==> src/rtl/riscv_i32_dmem_target_pkg.sv <==
`default_nettype none
// ============================================================================
// Module   : riscv_i32_dmem_types (package)
// Brief    : Shared types and constants for the i32 data-memory target.
// Revision : 1.0 - initial release
// ============================================================================
package riscv_i32_dmem_types;

  localparam int DMEM_MAX_WAIT_STATES = 15;

  typedef enum logic [1:0] {
    IDLE      = 2'd0,
    WAITING   = 2'd1,
    READ_RESP = 2'd2
  } dmem_target_state;

  typedef struct packed {
    logic [31:0] address;
    logic [3:0]  byte_enable;
    logic        write_enable;
    logic        read_enable;
    logic [31:0] write_data;
  } dmem_access_req_t;

  typedef struct packed {
    logic        stall;
    logic        read_data_valid;
    logic [31:0] read_data;
    logic        access_error;
  } dmem_access_resp_t;

  // Window size is 4 * 2^addr_bits bytes; base must be aligned to it.
  function automatic logic dmem_in_window(input logic [31:0] addr,
                                          input logic [31:0] base,
                                          input int          addr_bits);
    logic [31:0] mask;
    mask = (32'd4 << addr_bits) - 32'd1;
    return (addr & ~mask) == base;
  endfunction

endpackage
`default_nettype wire

==> src/rtl/riscv_i32_dmem_wait_counter.sv <==
`default_nettype none
// ============================================================================
// Module   : riscv_i32_dmem_wait_counter
// Brief    : 4-bit wait-state counter: load, saturating decrement, clear.
// Revision : 1.0 - initial release
// ============================================================================
module riscv_i32_dmem_wait_counter (
  input  logic       clk,
  input  logic       reset,
  input  logic       clear_i,
  input  logic       load_i,
  input  logic [3:0] load_value_i,
  input  logic       decrement_i,
  output logic [3:0] count_o,
  output logic       zero_o
);

  logic [3:0] count_q;
  logic [3:0] count_d;

  always_comb begin
    count_d = count_q;
    if (clear_i) begin
      count_d = 4'd0;
    end else if (load_i) begin
      count_d = load_value_i;
    end else if (decrement_i && (count_q != 4'd0)) begin
      count_d = count_q - 4'd1;
    end
  end

  always_ff @(posedge clk or posedge reset) begin
    if (reset) begin
      count_q <= 4'd0;
    end else begin
      count_q <= count_d;
    end
  end

  assign count_o = count_q;
  assign zero_o  = (count_q == 4'd0);

endmodule
`default_nettype wire

==> src/rtl/riscv_i32_dmem_target.sv <==
`default_nettype none
// ============================================================================
// Module   : riscv_i32_dmem_target
// Brief    : Data-memory responder: wait states, window decode, SRAM drive.
// Revision : 1.0 - initial release
// ============================================================================
module riscv_i32_dmem_target
  import riscv_i32_dmem_types::*;
#(
  parameter int          ADDR_BITS    = 12,
  parameter logic [31:0] BASE_ADDRESS = 32'h0,
  parameter int          WAIT_STATES  = 0
) (
  input  logic                 clk,
  input  logic                 reset,
  input  logic [31:0]          dmem_access_req__address,
  input  logic [3:0]           dmem_access_req__byte_enable,
  input  logic                 dmem_access_req__write_enable,
  input  logic                 dmem_access_req__read_enable,
  input  logic [31:0]          dmem_access_req__write_data,
  output logic                 dmem_access_resp__wait,
  output logic                 dmem_access_resp__read_data_valid,
  output logic [31:0]          dmem_access_resp__read_data,
  output logic                 dmem_access_resp__access_error,
  output logic                 sram_select,
  output logic [ADDR_BITS-1:0] sram_address,
  output logic                 sram_write_enable,
  output logic [3:0]           sram_byte_enable,
  output logic [31:0]          sram_write_data,
  input  logic [31:0]          sram_read_data
);

  // Out-of-range settings saturate at the counter's capacity.
  localparam int c_WS = (WAIT_STATES > DMEM_MAX_WAIT_STATES) ? DMEM_MAX_WAIT_STATES :
                        (WAIT_STATES < 0) ? 0 : WAIT_STATES;
  localparam logic [3:0] c_LOAD_VALUE = (c_WS > 0) ? 4'(c_WS - 1) : 4'd0;

  dmem_access_req_t  w_req;
  dmem_access_resp_t w_resp;
  dmem_target_state  state_q;
  dmem_target_state  state_d;

  logic       w_present;
  logic       w_is_read;
  logic       w_is_write;
  logic       w_in_window;
  logic       w_stall;
  logic       w_complete;
  logic       w_cnt_load;
  logic       w_cnt_dec;
  logic       w_cnt_clear;
  logic       w_cnt_zero;
  logic [3:0] w_cnt_value;

  logic valid_q;
  logic error_q;
  logic read_error_q;

  assign w_req = '{
    address:      dmem_access_req__address,
    byte_enable:  dmem_access_req__byte_enable,
    write_enable: dmem_access_req__write_enable,
    read_enable:  dmem_access_req__read_enable,
    write_data:   dmem_access_req__write_data
  };

  assign w_present   = w_req.read_enable | w_req.write_enable;
  assign w_is_read   = w_req.read_enable;
  assign w_is_write  = w_req.write_enable & ~w_req.read_enable;
  assign w_in_window = dmem_in_window(w_req.address, BASE_ADDRESS, ADDR_BITS);

  riscv_i32_dmem_wait_counter u_wait_counter (
    .clk          (clk),
    .reset        (reset),
    .clear_i      (w_cnt_clear),
    .load_i       (w_cnt_load),
    .load_value_i (c_LOAD_VALUE),
    .decrement_i  (w_cnt_dec),
    .count_o      (w_cnt_value),
    .zero_o       (w_cnt_zero)
  );

  always_comb begin
    state_d     = IDLE;
    w_stall     = 1'b0;
    w_complete  = 1'b0;
    w_cnt_load  = 1'b0;
    w_cnt_dec   = 1'b0;
    w_cnt_clear = 1'b0;
    case (state_q)
      IDLE, READ_RESP: begin
        if (w_present) begin
          if (c_WS == 0) begin
            w_complete = 1'b1;
          end else begin
            w_stall    = 1'b1;
            w_cnt_load = 1'b1;
            state_d    = WAITING;
          end
        end
      end
      WAITING: begin
        if (!w_present) begin
          w_cnt_clear = 1'b1;
        end else if (!w_cnt_zero) begin
          w_stall   = 1'b1;
          w_cnt_dec = 1'b1;
          state_d   = WAITING;
        end else begin
          w_complete = 1'b1;
        end
      end
      default: begin
        w_cnt_clear = 1'b1;
      end
    endcase
    if (w_complete) begin
      state_d = w_is_read ? READ_RESP : IDLE;
    end
    // The combinational request path is silenced for the whole reset window.
    if (reset) begin
      w_stall    = 1'b0;
      w_complete = 1'b0;
    end
  end

  always_ff @(posedge clk or posedge reset) begin
    if (reset) begin
      state_q      <= IDLE;
      valid_q      <= 1'b0;
      error_q      <= 1'b0;
      read_error_q <= 1'b0;
    end else begin
      state_q      <= state_d;
      valid_q      <= w_complete & w_is_read;
      error_q      <= w_complete & ~w_in_window;
      read_error_q <= w_complete & w_is_read & ~w_in_window;
    end
  end

  assign w_resp = '{
    stall:           w_stall,
    read_data_valid: valid_q,
    read_data:       (valid_q && !read_error_q) ? sram_read_data : 32'h0,
    access_error:    error_q
  };

  assign dmem_access_resp__wait            = w_resp.stall;
  assign dmem_access_resp__read_data_valid = w_resp.read_data_valid;
  assign dmem_access_resp__read_data       = w_resp.read_data;
  assign dmem_access_resp__access_error    = w_resp.access_error;

  assign sram_select       = w_complete & w_in_window;
  assign sram_write_enable = w_complete & w_in_window & w_is_write;
  assign sram_byte_enable  = sram_select ? w_req.byte_enable : 4'h0;
  assign sram_address      = w_req.address[ADDR_BITS+1:2];
  assign sram_write_data   = w_req.write_data;

endmodule
`default_nettype wire

==> config.mk <==
export PLATFORM = sky130hd
export DESIGN_NAME = riscv_i32_dmem_target
export DESIGN_NICKNAME = d
export VERILOG_FILES = /design/src/rtl/riscv_i32_dmem_target_pkg.sv /design/src/rtl/riscv_i32_dmem_wait_counter.sv /design/src/rtl/riscv_i32_dmem_target.sv
export SDC_FILE = /design/constraint.sdc
export NUM_CORES = 1
export LEC_CHECK = 0
export CAP_MARGIN = 20
export CORE_MARGIN = 3
export CORE_UTILIZATION = 23
export CTS_CLUSTER_SIZE = 10
export DETAILED_ROUTE_END_ITERATION = 8
export GPL_ROUTABILITY_DRIVEN = 0
export HOLD_SLACK_MARGIN = 0.08
export PLACE_DENSITY_LB_ADDON = 0.12
export SYNTH_ARGS = -nofsm -noshare
export SYNTH_HDL_FRONTEND = slang
export SYNTH_SLANG_ARGS = --single-unit
==> constraint.sdc <==
create_clock -name clk -period 2.8 [get_ports clk]
set_clock_uncertainty 0.2 [all_clocks]
set_input_delay 0.42 -clock clk [delete_from_list [all_inputs] [get_ports clk]]
set_output_delay 0.42 -clock clk [all_outputs]
set_load 0.05 [all_outputs]
* Word-level counts from Yosys, hierarchy flattened
Index checks and enable logic that the tools add are counted.
W data, S select, Z words.
** Cells by class
- Add/subtract/negate cells :: 1
- Equality and inequality tests :: 2
- Multiplexer cells :: 20
- Bitwise operators :: 9
- Reduce and logical (&&, ||, !) cells :: 9
** Operators with widths (count)
- $logic_not A32 Y1 :: 1
- $mux W32 :: 1
- $mux W1 :: 12
- $mux W4 :: 3
- $and A1 B1 Y1 :: 6
- $logic_not A4 Y1 :: 1
- $mux W2 :: 2
- $pmux W1 S2 :: 2
- $reduce_bool A4 Y1 :: 1
- $sub A4 B1 Y4 const B :: 1
- $eq A2 B1 Y1 const B :: 1
- $eq A2 B2 Y1 const B :: 1
- $logic_and A1 B1 Y1 :: 2
- $logic_not A2 Y1 :: 1
- $not A1 Y1 :: 2
- $reduce_bool A2 Y1 :: 1
- $reduce_or A2 Y1 :: 1
- $logic_not A1 Y1 :: 1
- $or A1 B1 Y1 :: 1
** Storage, ports and cells
- Bits in registers :: 9
- Bits of input ports :: 104
- Output and inout port bits :: 85
- Word-level logic and storage cells :: 46

* Longest topological paths before layout
Gate-level depths: netlist of the first run.
- Depth after elaboration :: 7
- Mapped depth :: 5
- Depth with buffers taken out :: 5

* By module
From an unflattened synthesis of the first run, not the netlist that was laid out.
** Unflattened totals
- Cells, all modules :: 153
- Area, all modules :: 1242.4 sq um
** Modules (own cells, without submodules)
- riscv_i32_dmem_target :: times used 1, cells an instance 122, area an instance 943.4 sq um
- riscv_i32_dmem_wait_counter :: times used 1, cells an instance 31, area an instance 299.0 sq um

* Worst setup path before layout of the first run
OpenSTA, ideal clock, no wires.
- Path type :: register -> output
- Start point :: reg u_wait_counter.count_q[0] (netlist: u_wait_counter.count_o[0])
- End point :: out sram_byte_enable[0]
- Arrival :: 2.181 ns
- Setup slack :: -0.001 ns
- Cell stages (with the launch flop) :: 6
- Path buffers :: 0
- Cells stage by stage :: dfrtp_1 -> inv_1 -> ha_1 -> nor4b_1 -> o2111ai_1 -> nor3_1
** Between the ends
- Word-level cells in the longest chain between the ends :: 7
** Ends and longest elaborated chain
- from (decl) :: RTL line riscv_i32_dmem_wait_counter.sv:18 : logic [3:0] count_q;
- from (signal assigned) :: RTL line riscv_i32_dmem_wait_counter.sv:36 : count_q <= count_d;
- $logic_not A4 Y1 :: RTL line riscv_i32_dmem_wait_counter.sv:41 : assign zero_o = (count_q == 4'd0);
- $mux W1 :: RTL line riscv_i32_dmem_target.sv:105 : end else if (!w_cnt_zero) begin
- $mux W1 :: RTL line riscv_i32_dmem_target.sv:103 : if (!w_present) begin
- $pmux W1 S2 :: RTL line riscv_i32_dmem_target.sv:90 : case (state_q)
- $mux W1 :: RTL line riscv_i32_dmem_target.sv:121 : if (reset) begin
- $and A1 B1 Y1 :: RTL line riscv_i32_dmem_target.sv:153 : assign sram_select = w_complete & w_in_window;
- $mux W4 :: RTL line riscv_i32_dmem_target.sv:155 : assign sram_byte_enable = sram_select ? w_req.byte_enable : 4'h0;
- to (decl) :: RTL line riscv_i32_dmem_target.sv:28 : output logic [3:0] sram_byte_enable,
No other way between the ends.

* Worst setup path after layout of the first run
- Start point :: reg u_wait_counter.count_q[0] (netlist: u_wait_counter.count_o[0])
- End point :: out sram_byte_enable[2]
Same word-level chain as after synthesis.

==> results_dict.tcl, run 1 <==
set metrics [dict create \
    status "finished, final reports clean" \
    r2r-end "read_error_q" \
    total_power_uw 559.2 \
    async_flop_share 1.000 \
    dp_slack_ps -26.52 \
    start_util 0.2461 \
    dpl_cell_area_mm2 0.002233 \
    cpMaxStageDelayCell "dfrtp_1" \
    grt_pass1_wl_mm 5.892 \
    yosysTopAreaCellShare 0.2980 \
    core_area_mm2 0.004504 \
    grt_max_degree 33 \
    vdd_ir_drop_max_mv 0.2055 \
    grt_use_met1 0.1312 \
    drive_gt1_frac 0.2677 \
    fin_nets 305 \
    antenna_found_initial 0 \
    cp-endpoint "sram_byte_enable[2]" \
    htreeDepth 1 \
    nFillCells 411 \
    die_w_um 75.43 \
    p_leak_nw 0.9497 \
    cap_violations 0 \
    drtIter0Drc 38 \
    cp-start-kind "flop" \
    ant_nets 0 \
    crit_arrival_ps 2040 \
    dr.pass1.iters 4 \
    grt_pass1_vias 1207 \
    track_usage 0.1342 \
    syn_nets 245 \
    cp-startpoint "u_wait_counter.count_o[0]" \
    yosys_register_bits 9 \
    r2r_start "u_wait_counter.count_o[0]" \
    post_cts_buffers 0 \
    numCtsBuffers 3 \
    finalCritPeriodShare 0.9499 \
    syn_area_mm2 0.001109 \
    fin_crit_ps 2660 \
    regToRegSetupSlack_ps 1000 \
    clock_sinks 9 \
    synth_cells 139 \
    netlist_top_cells_area "buf_4, dfrtp_1, and2_1, mux2i_1, inv_1" \
    hold_buffers 0 \
    via_per_inst 4.656 \
    routed_wl_mm 4.125 \
    met3_usage 0.07124 \
    hold_viol 0 \
    clockRootBuffer "clkbuf_8" \
    crit_chain "inv_1 > ha_1 > nor4b_1 > o2111ai_2 > nor3_1 > buf_12" \
    cp_max_fo 6 \
    synth_edf_count 0 \
    slowest_delay_ps 400 \
    die-height_um 75.43 \
    power_density_mw_per_mm2 243.2 \
    slew_viol_final 0 \
    yosysWarnings 0 \
    drc 0 \
    yosys.area.top_type "buf_4" \
    clock_latency_ps 230 \
    max_slew.worst_pin.slew_ps 506.9 \
    syn_avg_cell_area_um2 7.975 \
    synth.distinct_cells 30 \
    yosysMostFrequentCell "buf_4" \
    wire_per_inst_um 16.50 \
    fin_ws_ps 140.3 \
    end_kind "output port" \
    crit_required_ps 2180 \
    gr-total-overflow 0 \
    syn_to_final_growth_pct 107.4 \
    rsz0062_at_grt "no" \
    top_usage_layer "met2" \
    hpwl_mm 3.607 \
    max_freq_ghz 0.3760 \
    seq_area_frac_synth 0.2032 \
    hold_class "flop to flop" \
    critical_path_class "flop to output port" \
    cts_tree "done" \
    vias 1164 \
    numPortBuffers 98 \
    fp-row-count 24 \
    r2r_cells 5 \
    netlist_top_cells_count "buf_4, and2_1, dfrtp_1" \
    max_slew_margin 0.6610 \
    io_pins 189 \
    ys.flop_type "dfrtp_1" \
    final-setup-viol-count 0 \
    clk_pin_slew_ps 40 \
    met2_usage 0.2502 \
    cts.path.max_buffers 2 \
    num_antenna_cells 0 \
    die_area_mm2 0.005689 \
    fin_area_mm2 0.002300 \
]
## through the flow
step	instances	util	TNS (ps)	hold slack, ps
4_1_cts	250	0.5106	0	317.9
5_1_grt	250	0.5106	0	334.1
2_1_floorplan	139	-	-2.041	77.89
6_report	250	0.5106	0	315.9
3_5_place_dp	246	0.4958	-26.52	312.2
3_3_place_gp	246	0.4958	0	294.8
## cells in the final DEF (no fill, tap or decap), types with 2 or more instances in the layout
cell / count
o21ai_0: 2
nor3_1: 5
buf_12: 39
nand4_1: 3
mux2i_1: 3
ha_1: 2
buf_4: 4
clkbuf_8: 3
and2_1: 33
inv_1: 8
nor4_1: 3
dfrtp_1: 9
nor2_1: 3
or4_1: 2
clkdlybuf4s50_1: 59
o2111a_1: 2
## layout make-up
class | count | area, um^2 | share of cell area
inverter | 9 | 33.78 | 0.01469
timing repair buffer | 102 | 1401 | 0.6094
tap | 52 | 65.06 | 0.02829
multi-input combinational | 74 | 529.3 | 0.2301
sequential | 9 | 225.2 | 0.09793
clock buffer | 4 | 45.04 | 0.01959
## flip-flops by register name, indices dropped and copies added, names as in the netlist
| register | flops |
|---|---|
| u_wait_counter.count_o | 4 |
| state_q | 2 |
| dmem_access_resp__access_error | 1 |
| dmem_access_resp__read_data_valid | 1 |
| read_error_q | 1 |
## kinds of logic (layout without fill, tap and decap cells)
kind of cell    Yosys count  in the layout  share of synthesized area
compound gates           11             11                    0.07901
simple gates             58             58                     0.3296
fa+ha+maj                 2              2                    0.02257
flops                     9              9                     0.2032
buf+inv                  56            115                     0.3386
mux                       3              3                    0.02709
## critical path: cells and delay by family (launching register included)
family / cells / cell delay [ps]
adder cells (fa/ha/maj): 1 / 170
buffers and inverters: 2 / 290
flip-flops: 1 / 400
AND/OR/NAND/NOR: 2 / 690
AO/OA/AOI/OAI: 1 / 270
## report_power, final
| group | internal [mW] | switching (mW) |
|---|---|---|
| combinational | 0.153 | 0.118 |
| clock | 0.0993 | 0.0523 |
| sequential | 0.134 | 0.00216 |
| total | 0.387 | 0.172 |
## metal layers
layer  vias up  wire length [um]
li1        535                 -
met1       530              1378
met3         7               539
met5         -                 0
met2        92              2154
met4         0                52
## worst min path at each step
stage | from | to | cells past startpoint
floorplan | reset | dmem_access_resp__access_error | 1
global placement | u_wait_counter.count_o[0] | u_wait_counter.count_o[0] | 1
detailed placement | u_wait_counter.count_o[0] | u_wait_counter.count_o[0] | 1
CTS | u_wait_counter.count_o[0] | u_wait_counter.count_o[0] | 1
global route | u_wait_counter.count_o[0] | u_wait_counter.count_o[0] | 1
finish | u_wait_counter.count_o[0] | u_wait_counter.count_o[0] | 1
## what timing repair did
item / in CTS / in global routing
pin swaps: 1 / 2
hold endpoints to repair: 0 / 0
gates resized for setup: 3 / 0
endpoints found under the setup margin: 1 / 1
No activity file was read; power rests on OpenSTA's default activity.
==> run 2: changes to the inputs <==
--- a/config.mk
+++ b/config.mk
@@ -7,7 +7,7 @@
 export LEC_CHECK = 0
 export CAP_MARGIN = 20
 export CORE_MARGIN = 3
-export CORE_UTILIZATION = 23
+export CORE_UTILIZATION = 22
 export CTS_CLUSTER_SIZE = 10
 export DETAILED_ROUTE_END_ITERATION = 8
 export GPL_ROUTABILITY_DRIVEN = 0
==> constraint.sdc (replaced) <==
create_clock -name clk -period 2.49 [get_ports clk]
set_clock_uncertainty 0.2 [all_clocks]
set_input_delay 0.3735 -clock clk [delete_from_list [all_inputs] [get_ports clk]]
set_output_delay 0.3735 -clock clk [all_outputs]
set_load 0.05 [all_outputs]
==> results_dict.tcl, run 2 (synthesis gave the netlist of run 1 again) <==
set metrics [dict create \
    hpwl_mm 3.696 \
    core_area_mm2 0.004786 \
    dr.pass1.iters 4 \
    power_density_mw_per_mm2 258.4 \
    hold_viol 0 \
    antenna_found_initial 0 \
    htreeDepth 1 \
    cpMaxStageDelayCell "dfrtp_1" \
    regToRegSetupSlack_ps 760 \
    cp-start-kind "flop" \
    drc 0 \
    fp-row-count 25 \
    slew_viol_final 0 \
    cts.path.max_buffers 2 \
    clock_latency_ps 230 \
    vias 1208 \
    fin_crit_ps 2463 \
    critPathTopFamily "simple AND/OR/NAND/NOR gates" \
    grt_max_degree 33 \
    routed_wl_mm 4.234 \
    max_slew_margin 0.6540 \
    path_buf_inv 3 \
    die_area_mm2 0.005927 \
    die-height_um 76.99 \
    rsz0062_at_grt "yes" \
    track_usage 0.1372 \
    crit_chain "inv_2 > ha_4 > nor4b_4 > o2111ai_2 > buf_4 > nor4b_4 > buf_12" \
    cpMostUsedCell "nor4b_4" \
    numPortBuffers 98 \
    nFillCells 462 \
    io_pins 189 \
    fin_area_mm2 0.002435 \
    die_w_um 76.99 \
    ant_nets 0 \
    clk_pin_slew_ps 40 \
    status "finished, final reports clean" \
    drive_gt1_frac 0.3350 \
    cap_violations 0 \
    largest_register_ffs 4 \
    final_cell_mix "clkdlybuf4s50_1, buf_12, and2_1, buf_4, dfrtp_1" \
    drtIter0Drc 16 \
    finalCritPeriodShare 0.9892 \
    num_antenna_cells 0 \
    max_slew.worst_pin.slew_ps 517.4 \
    wire_per_inst_um 15.51 \
    hold_slack_ps 303.9 \
    grt_pass1_vias 1223 \
    hold_buffers 0 \
    final-setup-viol-count 0 \
    clock_sinks 9 \
    hold_class "input pin to asynchronous set/reset pin" \
    gr-total-overflow 0 \
    vdd_ir_drop_max_mv 0.2277 \
    crit_arrival_ps 1890 \
    crit_required_ps 1920 \
    cts_tree "done" \
    dpl_cell_area_mm2 0.002297 \
    cp_max_fo 3 \
    clockRootBuffer "clkbuf_8" \
    end_kind "output port" \
    p_leak_nw 1.008 \
    via_per_inst 4.425 \
    start_util 0.2316 \
    numCtsBuffers 3 \
    grt_pass1_wl_mm 6.506 \
    syn_to_final_growth_pct 119.6 \
    critical_path_class "flop to output port" \
    max_freq_ghz 0.4060 \
    finalNonFillerCells 273 \
    placed_cells 267 \
    slowest_delay_ps 390 \
    final_common_cell "clkdlybuf4s50_1" \
    fin_nets 313 \
]
[run 2: cell types whose count changed in the layout (fill, tap and decap cells not counted), sizes merged]
cell | previous run | this run
dlygate4sd2 | 0 | 2
buf | 43 | 51
clkdlybuf4s50 | 59 | 56
dlymetal6s2s | 0 | 1
[run 2: cell type report]
| class | instances | area (um^2) | share of cell area |
|---|---|---|---|
| clock buffer | 4 | 45.04 | 0.01850 |
| inverter | 9 | 33.78 | 0.01387 |
| sequential | 9 | 225.2 | 0.09250 |
| timing repair buffer | 110 | 1461 | 0.6002 |
| tap | 67 | 83.83 | 0.03443 |
| multi-input combinational | 74 | 585.6 | 0.2405 |
[run 2: metal layers]
metal,global-route usage,part of all wire,vias to the layer above
li1,-,-,552
met1,0.1441,0.34,539
met2,0.2282,0.51,106
met3,0.08333,0.14,11
met4,0.04270,0.018,0
met5,0,0,-
[run 2: power breakdown]
group,total (mW),switching (mW),internal (mW)
registers,0.154,0.00300,0.151
logic,0.309,0.135,0.174
clock network,0.165,0.0542,0.111
[run 2: what timing repair did]
item | in CTS | in global routing
endpoints found under the setup margin | 6 | 6
setup buffers | 1 | 1
pin swaps | 2 | 4
gates resized for setup | 10 | 7
[run 2: worst paths after layout]
check | start | to | cells after the start
max | u_wait_counter.count_o[1] | sram_write_enable | 7
min | reset | state_q[0] | 3
max reg2reg | u_wait_counter.count_o[1] | read_error_q | 5
min reg2reg | u_wait_counter.count_o[1] | u_wait_counter.count_o[1] | 2
max in group asynchronous | reset | dmem_access_resp__read_data_valid | 3
min in group clk | u_wait_counter.count_o[1] | u_wait_counter.count_o[1] | 2
[run 2: tightest hold or removal path, stage by stage]
cell and delay [ps]:
clkdlybuf4s50_1 420, inv_1 90, buf_4 200
[run 2: per-stage QoR]
stage / total power, mW / setup WS [ps] / setup TNS (ps) / util
2_1_floorplan: 0.4577 / -264.0 / -1190 / -
3_3_place_gp: 0.4578 / -62.14 / -251.6 / 0.4800
3_5_place_dp: 0.4609 / -117.3 / -558.7 / 0.4800
4_1_cts: 0.6368 / 5.545 / 0 / 0.5017
5_1_grt: 0.6608 / -69.35 / -70.01 / 0.5088
6_report: 0.6291 / 26.82 / 0 / 0.5088
